`src/rtl/spu_loader_pkg.sv`:
```
// rtl/spu_loader_pkg.sv - shared types and constants for the spu program loader
package spu_loader_pkg;

    // Loader FSM states
    typedef enum logic [3:0] {
        ST_IDLE,
        ST_HI,
        ST_LO,
        ST_CSUM,
        ST_START,
        ST_ARM,
        ST_RUN,
        ST_DONE,
        ST_ERR
    } state_t;

    // A zero length header stands for the largest program (2^ADDR_W words)
    localparam logic [7:0] HDR_MAX_CODE = 8'h00;

    // Each im word is packed from this many stream bytes, high byte first
    localparam int BYTES_PER_WORD = 2;

endpackage

```
`src/rtl/spu_loader_pack.sv`:
```
// rtl/spu_loader_pack.sv - packs big-endian byte pairs into im words and drives the im write port
module spu_loader_pack
    import spu_loader_pkg::*;
#(
    parameter int ADDR_W = 8,
    parameter int DATA_W = 16
) (
    input  logic              i_clk,
    input  logic              i_rst_n,
    input  logic              i_clr,
    input  logic              i_hi_en,
    input  logic              i_lo_en,
    input  logic [7:0]        i_data,
    output logic [ADDR_W-1:0] o_idx,
    output logic [ADDR_W-1:0] o_w_addr,
    output logic [DATA_W-1:0] o_w_data,
    output logic              o_wr
);

    localparam int BYTE_W = DATA_W / BYTES_PER_WORD;

    logic [BYTE_W-1:0] r_hi;
    logic [ADDR_W-1:0] r_idx;
    logic [ADDR_W-1:0] r_w_addr;
    logic [DATA_W-1:0] r_w_data;
    logic              r_wr;

    // Hold the high byte, then emit one write per low byte; address/data hold between writes
    always_ff @(posedge i_clk or negedge i_rst_n) begin
        if (!i_rst_n) begin
            r_hi     <= '0;
            r_idx    <= '0;
            r_w_addr <= '0;
            r_w_data <= '0;
            r_wr     <= 1'b0;
        end else begin
            r_wr <= 1'b0;
            if (i_clr) begin
                r_idx <= '0;
            end
            if (i_hi_en) begin
                r_hi <= BYTE_W'(i_data);
            end
            if (i_lo_en) begin
                r_wr     <= 1'b1;
                r_w_data <= {r_hi, BYTE_W'(i_data)};
                r_w_addr <= r_idx;
                r_idx    <= r_idx + 1'b1;
            end
        end
    end

    assign o_idx    = r_idx;
    assign o_w_addr = r_w_addr;
    assign o_w_data = r_w_data;
    assign o_wr     = r_wr;

endmodule

```
`src/rtl/spu_loader.sv`:
```
// rtl/spu_loader.sv - loads im from a byte stream, starts spu and times the run (optional LOADER_CSUM_EN)
module spu_loader
    import spu_loader_pkg::*;
#(
    parameter int ADDR_W = 8,
    parameter int DATA_W = 16,
    parameter int CNT_W  = 16
) (
    input  logic              clk,
    input  logic              rst,
    input  logic              in_valid,
    output logic              in_ready,
    input  logic [7:0]        in_data,
    output logic [ADDR_W-1:0] im_w_addr,
    output logic [DATA_W-1:0] im_w_data,
    output logic              im_wr,
    output logic              spu_start,
    input  logic              spu_stop,
    output logic              busy,
    output logic              done,
    output logic              err,
    output logic [CNT_W-1:0]  run_cycles
);

    state_t            r_state;
    logic              r_in_ready;
    logic              r_spu_start;
    logic              r_busy;
    logic              r_done;
    logic [CNT_W-1:0]  r_run_cycles;
    logic [ADDR_W-1:0] r_last_idx;
`ifdef LOADER_CSUM_EN
    logic              r_err;
    logic [7:0]        r_csum;
`endif

    logic              w_accept;
    logic              w_hdr;
    logic              w_hi_en;
    logic              w_lo_en;
    logic [ADDR_W-1:0] w_idx;
    logic [CNT_W-1:0]  w_run_inc;

    assign w_accept  = in_valid && r_in_ready;
    assign w_hdr     = w_accept && (r_state == ST_IDLE || r_state == ST_DONE || r_state == ST_ERR);
    assign w_hi_en   = w_accept && (r_state == ST_HI);
    assign w_lo_en   = w_accept && (r_state == ST_LO);
    assign w_run_inc = (&r_run_cycles) ? r_run_cycles : r_run_cycles + 1'b1;

    spu_loader_pack #(
        .ADDR_W (ADDR_W),
        .DATA_W (DATA_W)
    ) u_pack (
        .i_clk    (clk),
        .i_rst_n  (rst),
        .i_clr    (w_hdr),
        .i_hi_en  (w_hi_en),
        .i_lo_en  (w_lo_en),
        .i_data   (in_data),
        .o_idx    (w_idx),
        .o_w_addr (im_w_addr),
        .o_w_data (im_w_data),
        .o_wr     (im_wr)
    );

    // Loader FSM with registered handshake, status and run-cycle counter
    always_ff @(posedge clk or negedge rst) begin
        if (!rst) begin
            r_state      <= ST_IDLE;
            r_in_ready   <= 1'b1;
            r_spu_start  <= 1'b0;
            r_busy       <= 1'b0;
            r_done       <= 1'b0;
            r_run_cycles <= '0;
            r_last_idx   <= '0;
`ifdef LOADER_CSUM_EN
            r_err        <= 1'b0;
            r_csum       <= '0;
`endif
        end else begin
            r_spu_start <= 1'b0;
            case (r_state)
                ST_IDLE, ST_DONE, ST_ERR: begin
                    if (w_accept) begin
                        r_last_idx   <= (in_data == HDR_MAX_CODE) ? '1 : ADDR_W'(in_data - 8'd1);
                        r_done       <= 1'b0;
                        r_busy       <= 1'b1;
                        r_run_cycles <= '0;
                        r_state      <= ST_HI;
`ifdef LOADER_CSUM_EN
                        r_err        <= 1'b0;
                        r_csum       <= in_data;
`endif
                    end
                end
                ST_HI: begin
                    if (w_accept) begin
`ifdef LOADER_CSUM_EN
                        r_csum  <= r_csum ^ in_data;
`endif
                        r_state <= ST_LO;
                    end
                end
                ST_LO: begin
                    if (w_accept) begin
`ifdef LOADER_CSUM_EN
                        r_csum <= r_csum ^ in_data;
`endif
                        if (w_idx == r_last_idx) begin
`ifdef LOADER_CSUM_EN
                            r_state     <= ST_CSUM;
`else
                            r_state     <= ST_START;
                            r_spu_start <= 1'b1;
                            r_in_ready  <= 1'b0;
`endif
                        end else begin
                            r_state <= ST_HI;
                        end
                    end
                end
`ifdef LOADER_CSUM_EN
                ST_CSUM: begin
                    if (w_accept) begin
                        if (r_csum == in_data) begin
                            r_state     <= ST_START;
                            r_spu_start <= 1'b1;
                            r_in_ready  <= 1'b0;
                        end else begin
                            r_state <= ST_ERR;
                            r_err   <= 1'b1;
                            r_busy  <= 1'b0;
                        end
                    end
                end
`endif
                ST_START: begin
                    r_run_cycles <= w_run_inc;
                    r_state      <= ST_ARM;
                end
                ST_ARM: begin
                    r_run_cycles <= w_run_inc;
                    if (!spu_stop) begin
                        r_state <= ST_RUN;
                    end
                end
                ST_RUN: begin
                    r_run_cycles <= w_run_inc;
                    if (spu_stop) begin
                        r_state    <= ST_DONE;
                        r_done     <= 1'b1;
                        r_busy     <= 1'b0;
                        r_in_ready <= 1'b1;
                    end
                end
                default: begin
                    r_state    <= ST_IDLE;
                    r_in_ready <= 1'b1;
                    r_busy     <= 1'b0;
                end
            endcase
        end
    end

    assign in_ready   = r_in_ready;
    assign spu_start  = r_spu_start;
    assign busy       = r_busy;
    assign done       = r_done;
    assign run_cycles = r_run_cycles;
`ifdef LOADER_CSUM_EN
    assign err        = r_err;
`else
    assign err        = 1'b0;
`endif

endmodule

```
`config.mk`:
```
export PLATFORM = sky130hd
export DESIGN_NAME = spu_loader
export DESIGN_NICKNAME = d
export VERILOG_FILES = /design/src/rtl/spu_loader_pkg.sv /design/src/rtl/spu_loader_pack.sv /design/src/rtl/spu_loader.sv
export SDC_FILE = /design/constraint.sdc
export NUM_CORES = 1
export LEC_CHECK = 0
export ABC_AREA = 1
export CAP_MARGIN = 15
export CORE_ASPECT_RATIO = 0.5
export CORE_MARGIN = 1.5
export CORE_UTILIZATION = 24
export CTS_BUF_LIST = sky130_fd_sc_hd__clkbuf_16
export DETAILED_ROUTE_END_ITERATION = 16
export SYNTH_ARGS = -nofsm -noshare
export SYNTH_HDL_FRONTEND = slang
export SYNTH_SLANG_ARGS = --single-unit
```
`constraint.sdc`:
```
create_clock -name clk -period 1.6 [get_ports clk]
set_input_delay 0.16 -clock clk [delete_from_list [all_inputs] [get_ports clk]]
set_output_delay 0.16 -clock clk [all_outputs]
set_load 0.01 [all_outputs]
```
Word level (Yosys, flattened, before mapping)
Index checks and enable logic that the tools add are counted.

Bitwise logic cells: 2. Reductions and logical operators: 22. Mux-type cells: 26. $add $sub $neg: 3. Eq/ne operators: 15.

Operators with widths (count): 16-bit two-way mux (2); 16-bit case mux with 2 select lines (1); 8-bit two-way mux (3); 4-bit case mux with 6 select lines (1); 4-bit two-way mux (5); 16-bit by 1-bit adder with 16-bit output (second input constant) (1); 4-bit by 3-bit equality test with 1-bit output (second input constant) (4); 16-bit AND reduction (1); 2-bit != test (second input constant) (6); 1-bit two-way mux (10); 3-bit AND reduction (3); 8-bit by 1-bit adder with 8-bit output (second input constant) (1); 8-bit equality test (1); 8-bit logical NOT (1); 8-bit by 1-bit subtractor with 8-bit output (second input constant) (1); 1-bit case mux with 3 select lines (2); 2-bit nonzero test (3); 3-bit OR reduction (2); 6-bit OR reduction (1); 5-bit AND reduction (1); 4-bit by 1-bit equality test with 1-bit output (second input constant) (1); 4-bit by 2-bit equality test with 1-bit output (second input constant) (1); 4-bit equality test (second input constant) (1); 1-bit logical AND (4); 9 further kinds (11).

Register bits: 73.

Longest topological paths before layout
Word-level depth: 6. Mapped depth: 10.

Modules after synthesis
A second synthesis with hierarchy kept.

Cell total of the unflattened synthesis: 469. Area, all modules: 3633.5 sq um.

By module, submodules not included: spu_loader (cells an instance 290, area an instance 2015.7 sq um, instances 1, sequential area each 777.0 sq um); spu_loader_pack (cells an instance 179, area an instance 1617.8 sq um, instances 1, sequential area each 1026.0 sq um).

Least setup slack after synthesis
OpenSTA, ideal clock, no wires.

Path type: register -> register. From: register r_run_cycles[0], in the netlist run_cycles[0]. To: register r_run_cycles[14], in the netlist run_cycles[14]. Setup time: 0.117 ns. Clock period less this slack: 1.537 ns. Path slack: 0.063 ns. Data required time: 1.483 ns. Cell stages (with the launch flop): 8. Data arrival time: 1.420 ns. Buffers on the path: 0. Cells stage by stage: dfrtp_1 ha_1 nand2_1 nor3_1 nand3_1 xor2_1 nand2_1 nand2_1.

Cells in the longest elaborated chain, start to end: 3. Elaborated cells between the ends (all ways): 6. Classes of those cells: 1 x add/sub; 1 x eq/ne; 2 x mux; 2 x reduce/logical.

Ends and longest elaborated chain: start: declaration (RTL line spu_loader.sv:30) `logic [CNT_W-1:0] r_run_cycles;`; start signal: assignment (RTL line spu_loader.sv:138) `r_run_cycles <= w_run_inc;`; start signal: assignment (RTL line spu_loader.sv:142) `r_run_cycles <= w_run_inc;`; start signal: assignment (RTL line spu_loader.sv:148) `r_run_cycles <= w_run_inc;`; 16-bit by 1-bit adder with 16-bit output / 16-bit AND reduction (equally long branches) (RTL line spu_loader.sv:48) `assign w_run_inc = (&r_run_cycles) ? r_run_cycles : r_run_cycles + 1'b1;`; 16-bit two-way mux / 2-bit != test (equally long branches); 16-bit case mux with 2 select lines / 3-bit AND reduction (equally long branches).

Several ways; a longest one is shown, not always the timed one. The select of a mux whose other input is x is not followed. A chain may end at the register's enable or synchronous reset.

Final worst setup path
From: register r_run_cycles[6], in the netlist run_cycles[6]. To: output run_cycles[6].

RTL lines: end: declaration (RTL line spu_loader.sv:22) `output logic [CNT_W-1:0] run_cycles`.

No word-level cell between the ends.

==> run summary <==
Library cell with the largest summed area after synthesis: sky130_fd_sc_hd__dfrtp_1. Switching power of the nets: 0.917 mW. The run gives 1440 ps as the required time at the endpoint of the critical path. The detailed router used layers up to and including met4.

Flip-flop and latch count after synthesis: 72. The floorplan step set the die height to 89.3 um. Traced cell by cell, the critical path runs through buf_4 > clkdlybuf4s50_1. The per-cell routed wire length is 11.9 um. The logs give 43.7% for the sequential cell fraction of total power and 214 for the number of DRC violations after detailed-routing iteration 0. After detailed routing, the wire length on met1 is 4270 um.

On the final layout, the worst clock skew is 9.49 ps. In this run the static leakage power is 2.42 nW. The count of final setup violators came out at 0.

The total of warnings raised by yosys is 0, and the internal power is 3.25 mW. The logs give 642 MHz for the achievable clock frequency and 0 for the max-capacitance violation count. The largest fanout on the critical path was 4; the area enclosed by the die boundary was 0.0157 mm^2. For this configuration, the core starts out at a cell density of 24.6%.

After clock tree synthesis, the clock-pin slew on the worst setup and hold paths is 60 ps. Clock tree buffer depth: 2. Post-layout minimum cycle time: 1560 ps. The share of the synthesized area in compound gates (AO/OA/AOI/OAI) came out at 10.9%.

Before CTS, the worst setup slack after placement is -128 ps. Of the cells placed in the final design, the portion with a size suffix greater than 1 is 17.6%. The tools report the sum of overflow across all layers after global routing as 0.

Of the total synthesized cell area, the portion taken by AND, OR, NAND and NOR gates is 27.4%. TritonCTS built the clock tree. The layout net count is 579, and the clock insertion delay at the later pin of the skew report is 340 ps. For the total routing usage reported by global routing, the log shows 12.5%. The final count of pins violating max slew came out at 0. The synthesized netlist devotes 1.40% of its cell area to adder and majority cells.

The run gives 0 as the number of remaining DRC errors. STA classifies the critical path endpoint as a primary output. Setup repair after global routing left no endpoint under its margin. Of the total synthesized cell area, the portion taken by XOR and XNOR cells is 2.94%.

Routability-driven placement finished with a final weighted congestion of 0.865. The antenna diode count was 0. The number of enable-type register cells in the synthesized netlist is 0. The logs give 9150 um for the total wire length after detailed routing and 3.0% for the combinational cell fraction of total power. The core region is 0.0145 mm^2. The multiplexer share of the synthesized area is 0%, and the site row count is 31. The worst setup path is of the reg2out kind. Data arrives at the worst endpoint at 1400 ps. The detailed router placed 3253 vias in this run.

The switching power share of the total works out to 22.0%. The final critical path takes up 97.3% of the cycle. Once routing completed, OpenROAD measured the worst setup slack at 42.7 ps. The cell count after synthesis came out at 448. Ranked by total cell area, the synthesized netlist is headed by sky130_fd_sc_hd__dfrtp_1, sky130_fd_sc_hd__nand2_1, sky130_fd_sc_hd__inv_1, sky130_fd_sc_hd__o21ai_0, sky130_fd_sc_hd__nor2_1. The mean instance size in the synthesized netlist works out to 7.98 um^2.

STA classifies the critical path startpoint as a flip-flop. Synthesis produced a netlist with a net count of 464. In this run the number of H-tree levels came out at 3. For the routed length on met2, the log shows 4420 um.

Total power divided by cell area: 807 mW/mm^2. The tools report the via count of the first global-routing pass as 3203. After legalization and detailed placement, the total HPWL measured 6460 um. The total design power was 4.17 mW; the final antenna-violating net count was 0. In the synthesized netlist, the cells that appear most often are sky130_fd_sc_hd__nand2_1, sky130_fd_sc_hd__dfrtp_1, sky130_fd_sc_hd__inv_1.

The stage delay of the slowest cell on the critical path came out at 530 ps. The run gives 72 as the clock sink count. The tools report the total length of routed met3 wires as 380 um. The maximum number of pins on one net before global-route repair was 73. The most common cell in the synthesized netlist is sky130_fd_sc_hd__nand2_1. The tools report the final number of hold-violating endpoints as 0. The root buffer cell was sky130_fd_sc_hd__clkbuf_16. The first global-routing pass estimated 15400 um of wire. The tools report the initial antenna violation count as 0. Input and output buffers added on the ports amount to 56. The logs give 512 uV for the worst voltage drop across the vdd grid and 50.5% for the sequential-to-total area share from yosys stat.

Synthesis instantiated 36 different standard cells from the library. After synthesis, the share of flip-flops with an asynchronous set or reset is 100%. The slowest library cell on the worst path is sky130_fd_sc_hd__clkdlybuf4s50_1. Total CTS buffers: 9.

For this design the top-level I/O count stands at 58. For this run, the leading register cell type out of synthesis is sky130_fd_sc_hd__dfrtp_1. The flow ran to the end, and the final reports show no timing, DRC or antenna violations. After detailed routing, the number of vias per cell comes to 4.25. The area share of the largest cell type after synthesis is 49.7%. The die is 176 um wide.

The post-synthesis instance area was 0.00357 mm^2. By area, the combinational part of the netlist is dominated by simple AND/OR/NAND/NOR gates. The growth of design area from synthesis to finish works out to 44.5%. The tightest min-delay check is of the in2async type.

The accumulated negative setup slack is 0 ps, and the number of optimization iterations in the first detailed-route pass is 4. The portion of total power attributed to the clock network is 53.3%.
-- kinds of logic (layout without fill, tap and decap cells) --
| group | count (synthesis) | count (layout) |
|---|---|---|
| AND/OR/NAND/NOR | 235 | 235 |
| other | 1 | 1 |
| XOR/XNOR | 12 | 12 |
| flip-flops | 72 | 72 |
| AO/OA/AOI/OAI | 68 | 70 |
| buffers and inverters | 56 | 174 |
| adder cells (fa/ha/maj) | 4 | 4 |
-- metal layers --
| metal | up-vias | track usage, % |
|---|---|---|
| met5 | - | 0 |
| met4 | 0 | 3.57 |
| met3 | 7 | 3.40 |
| met2 | 52 | 21.8 |
| met1 | 1525 | 15.4 |
| li1 | 1669 | - |
-- power groups by stage --
stage | combinational [mW] | clock, mW | sequential [mW]
finish | 0.126 | 2.22 | 1.82
global placement | 0.125 | 0 | 1.85
detailed placement | 0.128 | 0 | 1.85
CTS | 0.130 | 2.28 | 1.82
floorplan | 0.0263 | 0 | 1.85
global route | 0.144 | 2.32 | 1.82
-- cells in the final DEF, fill, tap and decap left out, drive strengths merged --
cell type	Yosys	routed
dfrtp	71	71
inv	45	48
ha	4	4
o21ai	47	49
conb	1	1
o21bai	4	4
nand3	20	20
a21oi	4	4
dlygate4sd3	0	1
nor2	39	39
clkdlybuf4s50	0	53
nand2	162	162
nor3	4	4
or2	1	1
clkinvlp	0	2
buf	9	57
bufinv	0	2
xnor2	7	7
dfstp	1	1
nand4	7	7
and2	2	2
o211ai	1	1
clkbuf	2	9
xor2	5	5
o22ai	5	5
a31oi	4	4
a22oi	2	2
dlymetal6s2s	0	2
a21boi	1	1
-- per-stage QoR --
stage	instances	instance area, um^2	hold WS (ps)	utilization, %
5_1_grt	766	5160	441	35.6
6_report	766	5160	366	35.6
3_3_place_gp	741	4700	221	32.4
2_1_floorplan	448	3570	-136	-
4_1_cts	764	5110	397	35.2
3_5_place_dp	741	4700	228	32.4
-- area by class of cell --
class / count / area (um^2)
clock inverter: 7 / 101
inverter: 45 / 169
fill: 1474 / 9340
sequential: 72 / 1800
clock buffer: 9 / 225
multi-input combinational: 322 / 1590
timing repair buffer: 113 / 1020
tap: 198 / 248
-- state kept, by name, summed over array words and instances, names as in the netlist, 3 cells and up --
signal	cells
u_pack.r_hi	8
u_pack.o_idx	8
r_last_idx	8
u_pack.o_w_addr	8
r_state	3
u_pack.o_w_data	16
run_cycles	16
-- what timing repair did --
action,in CTS,in global routing
cloned,2,0
endpoints found under the setup margin,20,21
hold buffers,1,0
setup buffers,4,2
pin swaps,2,3
endpoints found under the hold margin,71,0
gates resized for setup,4,13
-- path summary, 6_finish.rpt --
check                           slack [ps]  cells after the start                  startpoint                         endpoint
worst max-delay path                    40                      2   run_cycles[6]$_DFFE_PN0P_                    run_cycles[6]
worst min-delay path                   370                      3                         rst   u_pack.o_w_data[2]$_DFFE_PN0P_
worst max register to register          90                      7      r_state[1]$_DFFE_PN0P_        run_cycles[7]$_DFFE_PN0P_
worst min register to register         470                      2  u_pack.r_hi[4]$_DFFE_PN0P_  u_pack.o_w_data[12]$_DFFE_PN0P_
max in group asynchronous              870                      3                         rst             in_ready$_DFFE_PN1P_
min in group clk                       440                      3                    spu_stop                 done$_DFFE_PN0P_
-- worst max-delay path, delay by kind of cell (launching register included) --
kind	cells	cell delay, ps
buffers and inverters	2	680
flip-flops	1	380
Power figures use the tool's default switching activity.
==> edit (same settings) <==
Build with the macro `LOADER_CSUM_EN` defined.
--- a/src/rtl/spu_loader.sv
+++ b/src/rtl/spu_loader.sv
@@ -1,4 +1,6 @@
 // rtl/spu_loader.sv - loads im from a byte stream, starts spu and times the run (optional LOADER_CSUM_EN)
+`define LOADER_CSUM_EN
+
 module spu_loader
     import spu_loader_pkg::*;
 #(
Behaviour: not the same (Yosys sat finds a counterexample within 4 cycles, from zero or initial values and one cycle with rst low).
==> edit against the original RTL <==
  * Sequential share of layout area rose by 0.33 points
  * Hold slack worse by 0.16 ns
  * Sequential cell count rose by 10
  * Core utilization decreased by 2.2 points
  * Setup slack better by 0.015 ns
  * Final cell count up 18%
  * Cell area up 13%
  * Routed wire length is 20% higher
  * Synthesized area is 22% higher
  * Critical endpoint is now run_cycles[8]
Power is not compared: it rests on default switching activity, and its combinational part moved more than twofold at a synthesized area within 25%.
==> edit: results (changes against the original RTL) <==
outcome complete, no violations; met1 global-route usage 0.161 (+0.00693); drt initial violations 239 (+12%); path depth of the worst reg2reg path 8 (+1); HPWL after DPL 8130 um (+26%); Reg power frac 0.331; # fillers 1840 (+25%); largest net degree at the start of global routing 42 (-42%); Pre-Repair DR Iteration Count 5 (+1); Sw Share 0.410; per-cell routed wire length 12.1 um (+1.6%); Cell variety after synth 34 (-5.6%); Synth Area in Adders 0.0115 (-0.00248); clock skew 0.0145 ns (+0.00499 ns); largest cells by area after synthesis dfrtp_1 (47%), nand2_1 (18%), o21ai_0 (5.8%); area post-placement 0.00549 mm^2 (+17%); combined area of the multi-input logic cells 0.00201 mm^2 (+26%); synthesized netlist net count 586 (+26%); Commonest cells post-synth nand2_1 (214), dfrtp_1 (81), inv_1 (52), o21ai_0 (50), nor2_1 (36); Power Total 9580 uW; pre-CTS WS -0.107 ns (+0.0213 ns); XOR/XNOR Fraction of Synth Area 0.0262 (-0.00320); CTS clk-pin slew, worst paths 0.08 ns (+0.02 ns); share of layout cells above drive strength 1 0.158 (-0.0186); # nets final 684 (+18%); number of global-route vias before repair 3765 (+18%); met2 Use GR 0.199 (-0.0183); DR vias/cell 4.25 (+0.16%); first-pass GRT wire length 18700 um (+22%); CP max stage delay 0.58 ns (+0.05 ns); GRT Resource Usage Total 0.121 (-0.00328); I/O Buffers 57 (+1.8%); crit path max fanout 6 (+2); met2 wire length 5180 um (+17%); RePlAce Congestion 0.856 (-0.98%); Compound-Gate Fraction of Synth Area 0.107 (-0.00239); HP Class input port to async pin; # Post-CTS Setup Buffers 0 (-4); Via Count 3858 (+19%); Met3 Wirelength 338 um (-11%); met1 wire length 5430 um (+27%); Resize count post-CTS 0 (-4); placed cell count 889 (+20%); CTS buffer count 9 (unchanged); Synth Flop Type dfrtp_1; Seq/Total Area, Yosys 0.473 (-0.0319); met3 Use GR 0.0321 (-0.00189); cells after synthesis 570 (+27%)
## edit: changes by cell type after synthesis, sizes merged, moves of 2 or more
cell    delta
a31oi      -3
dfrtp     +10
inv       +14
nand2     +67
nand3     +10
nor2       +5
o21ai     +21
o21bai     -3
o22ai      -2
xor2       +2
## edit: path summary, 6_finish.rpt
| path | slack (ns) | from | endpoint |
|---|---|---|---|
| worst min register to register | 0.47 | u_pack.r_hi[6] | u_pack.o_w_data[14] |
| worst max-delay path | 0.06 | run_cycles[8] | run_cycles[8] |
| worst min-delay path | 0.21 | rst | u_pack.o_w_data[15] |
| min in group clk | 0.47 | u_pack.r_hi[6] | u_pack.o_w_data[14] |
| max in group asynchronous | 0.74 | rst | run_cycles[7] |
| worst max register to register | 0.10 | r_state[2] | u_pack.o_idx[0] |
## edit: area by class of cell
type / instances / share of cell area
sequential: 82 / 0.353
tap: 234 / 0.0501
multi-input combinational: 417 / 0.343
timing repair buffer: 99 / 0.163
clock inverter: 7 / 0.0139
clock buffer: 9 / 0.0385
inverter: 59 / 0.0383
